===== config.mk =====
export PLATFORM = sky130hd
export DESIGN_NAME = row_scan_controller
export DESIGN_NICKNAME = d
export VERILOG_FILES = /design/src/rtl/row_scan_controller.sv
export SDC_FILE = /design/constraint.sdc
export NUM_CORES = 1
export LEC_CHECK = 0
export ABC_AREA = 1
export CAP_MARGIN = 20
export CELL_PAD_IN_SITES_DETAIL_PLACEMENT = 0
export CELL_PAD_IN_SITES_GLOBAL_PLACEMENT = 1
export CORE_UTILIZATION = 40
export CTS_CLUSTER_SIZE = 28
export DETAILED_ROUTE_END_ITERATION = 7
export HOLD_SLACK_MARGIN = 0.12
export PLACE_DENSITY = 0.86
export SLEW_MARGIN = 20
export SYNTH_ARGS = -nofsm -noshare
export SYNTH_HDL_FRONTEND = slang
export SYNTH_SLANG_ARGS = --single-unit

===== constraint.sdc =====
create_clock -name i_clk -period 2.4 [get_ports i_clk]
set_input_delay 0.6 -clock i_clk [delete_from_list [all_inputs] [get_ports i_clk]]
set_output_delay 0.6 -clock i_clk [all_outputs]
set_load 0.02 [all_outputs]

===== src/rtl/row_scan_controller.sv =====
// rtl/row_scan_controller.sv - cell-array row scan initiator: drives index counter strobes, assembles a 16-cell row
module row_scan_controller #(
  parameter int DWELL = 1
) (
  input  logic        i_clk,
  input  logic        i_reset,
  input  logic        i_start,
  input  logic        i_cell_in,
  output logic        o_count_reset,
  output logic        o_scan,
  output logic [15:0] o_row_data,
  output logic        o_row_valid,
  input  logic        i_row_ready,
  output logic        o_busy
);

  localparam logic [1:0] S_IDLE   = 2'd0;
  localparam logic [1:0] S_CLEAR  = 2'd1;
  localparam logic [1:0] S_SAMPLE = 2'd2;
  localparam logic [1:0] S_DONE   = 2'd3;

  localparam logic [7:0] DWELL_LAST = 8'(DWELL - 1);

  logic [1:0]  r_state;
  logic [3:0]  r_idx;
  logic [7:0]  r_dwell;
  logic [15:0] r_shadow;
  logic [15:0] r_row_data;

  logic        w_step;
  logic [15:0] w_shadow_next;

  assign w_step = (r_state == S_SAMPLE) && (r_dwell == DWELL_LAST);

  // Shadow word with the current cell merged in; on the last step this is the full row.
  always_comb begin
    w_shadow_next        = r_shadow;
    w_shadow_next[r_idx] = i_cell_in;
  end

  always_ff @(posedge i_clk) begin
    if (i_reset) begin
      r_state    <= S_IDLE;
      r_idx      <= 4'd0;
      r_dwell    <= 8'd0;
      r_shadow   <= 16'h0000;
      r_row_data <= 16'h0000;
    end else begin
      case (r_state)
        S_IDLE: begin
          if (i_start) begin
            r_state <= S_CLEAR;
          end
        end
        S_CLEAR: begin
          r_state  <= S_SAMPLE;
          r_idx    <= 4'd0;
          r_dwell  <= 8'd0;
          r_shadow <= 16'h0000;
        end
        S_SAMPLE: begin
          if (w_step) begin
            r_shadow <= w_shadow_next;
            r_idx    <= r_idx + 4'd1;
            r_dwell  <= 8'd0;
            if (r_idx == 4'd15) begin
              r_state    <= S_DONE;
              r_row_data <= w_shadow_next;
            end
          end else begin
            r_dwell <= r_dwell + 8'd1;
          end
        end
        S_DONE: begin
          if (i_row_ready) begin
            r_state <= S_IDLE;
          end
        end
        default: r_state <= S_IDLE;
      endcase
    end
  end

  assign o_count_reset = (r_state == S_CLEAR);
  assign o_scan        = w_step;
  assign o_row_valid   = (r_state == S_DONE);
  assign o_busy        = (r_state != S_IDLE);
  assign o_row_data    = r_row_data;

endmodule


==> impl_metrics.yaml, run 1 <==
clocking:
  clock_latency_ns: 0.30
  clockBufferDepth: 2
  hold_buffers: 0
  clkSinkCount: 45
  path_clk_slew_ns: 0.09
  numCtsBuffers: 5
  htree_levels: 2
  cts_tree: "yes"
  clockRootBuffer: "clkbuf_8"
routing:
  dr.pass1.iters: 4
  vias: 2379
  route.detailed.drc: 0
  drt_iter0_drc: 103
  routedWlPerCell_microns: 11.9
  antenna_left: 0
  drt_wl_total_microns: 5710
  vias_per_cell: 4.97
setup_path:
  cp_data_required_time_ns: 1.80
  worst-path-max-fanout: 4
  path_class: "register to primary output"
  startpoint_type: "register"
  endpoint_kind: "primary output"
  cp.arrival_ns: 1.62
floorplanning:
  dieWidth_microns: 81.3
  die_y_microns: 81.3
  die_area_sq_um: 6610
  pin_count: 25
  initial_core_util_pct: 42.0
  rows: 28
  core_sq_um: 5990
placed_design:
  pre_cts_ws_ns: 0.294
  io_buffers: 24
  dp.final_hpwl_microns: 3870
  gp_congestion: 0.793
  numPlacedInstances: 471
  place_area_sq_um: 2820
finish:
  fin_nets: 419
  drive_gt1_share_pct: 6.19
  mostFrequentLayoutCells: "nand2_1 (94), inv_1 (57), nand3_1 (45), dfxtp_1 (45), nor2_1 (35)"
  stdcell_area_sq_um: 2950
  final.fill_count: 598
  seq_area_sq_um: 901
  multiInputGateArea_sq_um: 1280
  antennaDiodeCount: 0
  areaGrowthSynthToFinish_pct: 17.4
  layoutNonFillerInstCount: 479
  final_common_cell: "nand2_1"
  fin_util_pct: 49.3
timing:
  max_slew_margin_pct: 67.2
  setup_ws_ns: 0.175
  setup_viol: 0
  worstMarginPinSlew_ns: 0.491
  drv_slew: 0
  rsz0062_at_grt: "no"
  totalNegativeSetupSlack_ns: 0
  final.min_clock_period_ns: 2.22
  holdWs_ns: 0.484
  post-route-period-util_pct: 92.7
  fmax_mhz: 449
  hold_viol: 0
  fin_skew_ns: 0.00711
yosys:
  synth_seq_cells: 45
  synth.yosys.seq_area_share_pct: 35.8
  netlist_area_sq_um: 2520
  synth_edf_count: 0
  syn_area_per_cell_sq_um: 6.60
  syn_nets: 397
  synthArstFlopShare_pct: 0
  synthDistinctLibCells: 22
  synth_ff_type: "dfxtp_1"
  syn_inst: 381
  yosys_warnings: 0
power:
  vdd_drop_max_mv: 0.427
  powerDensity_nw_per_um2: 837
  total_leakage_power_nw: 1.26
  finalPower_mw: 2.47
global_route:
  first_global_vias: 2204
  grt_remaining_overflow: 0
  grt_pass1_wl_microns: 10100
  grt_usage_pct: 19.7
  antenna_found_initial: 0
  grt_max_degree: 30
outcome:
  status: "finished clean"
job:
  max_cap_viol_count: 0
min_path:
  hp-class: "register to register"
## repair_timing
item                                    in CTS  in global routing
endpoints found under the setup margin       1                  0
setup buffers                                0                  0
resized for setup                            1                  0
## sequential cells by signal, summed over array words and instances, names as in the netlist
signal,flops
o_row_data,16
r_state,2
r_idx,4
r_shadow,15
r_dwell,8
## per-layer routing
| metal | vias to the layer above | track usage (%) | wire, microns |
|---|---|---|---|
| li1 | 1258 | - | - |
| met1 | 1074 | 26.9 | 2900 |
| met2 | 41 | 30.3 | 2490 |
| met3 | 6 | 4.38 | 238 |
| met4 | 0 | 6.61 | 74 |
| met5 | - | 0 | 0 |
## critical path, cell delays in order (launching register included)
cell and delay, ns:
dfxtp_1 0.37, inv_1 0.10, ha_1 0.21, inv_1 0.05
clkdlybuf4s50_1 0.59
## area by class of cell
| type | instances | area share (%) |
|---|---|---|
| Multi-Input combinational cell | 256 | 43.4 |
| Sequential cell | 45 | 30.5 |
| Timing Repair Buffer | 34 | 10.6 |
| Inverter | 61 | 7.75 |
| Tap cell | 75 | 3.18 |
| Clock buffer | 5 | 2.33 |
| Clock inverter | 3 | 2.20 |
## synthesized netlist by cell type, types with 3 or more instances
cell type / n / area share (%)
a21oi_1: 22 / 4.4
buf_4: 3 / 0.90
nand3_1: 45 / 9.0
o21ai_0: 5 / 0.99
nand4_1: 27 / 6.7
nand2_1: 94 / 14
clkbuf_1: 8 / 1.2
nor2_1: 35 / 5.2
o21bai_1: 5 / 1.5
ha_1: 11 / 5.5
buf_2: 6 / 1.2
dfxtp_1: 45 / 36
o21ai_1: 3 / 0.60
inv_1: 57 / 8.5
inv_2: 3 / 0.45
xor2_1: 4 / 1.4
## cells by family (layout without fill, tap and decap cells)
group	count (synthesis)	in the layout	synth area share [%]
AND/OR/NAND/NOR	206	206	36.6
buffers and inverters	80	103	13.3
flip-flops	45	45	35.8
AO/OA/AOI/OAI	35	35	7.46
adder cells (fa/ha/maj)	11	11	5.47
XOR/XNOR	4	4	1.39
## path summary, 6_finish.rpt
kind / from / end / cells after the start / slack [ns]
setup / recovery: r_state[0] / o_busy / 4 / 0.18
hold / removal: r_shadow[4] / r_shadow[4] / 2 / 0.48
setup reg to reg: r_state[0] / o_row_data[12] / 6 / 0.48
hold reg to reg: r_shadow[4] / r_shadow[4] / 2 / 0.48
## where the power goes
part	total (mW)	switching, mW	internal, mW
logic	0.958	0.652	0.306
registers	0.832	0.0405	0.792
clock network	0.682	0.268	0.414
Note: power is estimated with default switching activity, not from simulation.
==> run 2: changes to the inputs <==
--- a/config.mk
+++ b/config.mk
@@ -6,7 +6,6 @@
 export NUM_CORES = 1
 export LEC_CHECK = 0
 export ABC_AREA = 1
-export CAP_MARGIN = 20
 export CELL_PAD_IN_SITES_DETAIL_PLACEMENT = 0
 export CELL_PAD_IN_SITES_GLOBAL_PLACEMENT = 1
 export CORE_UTILIZATION = 40
==> results of run 2 <==
The final DEF is identical to that of run 1; final timing and power are the same.
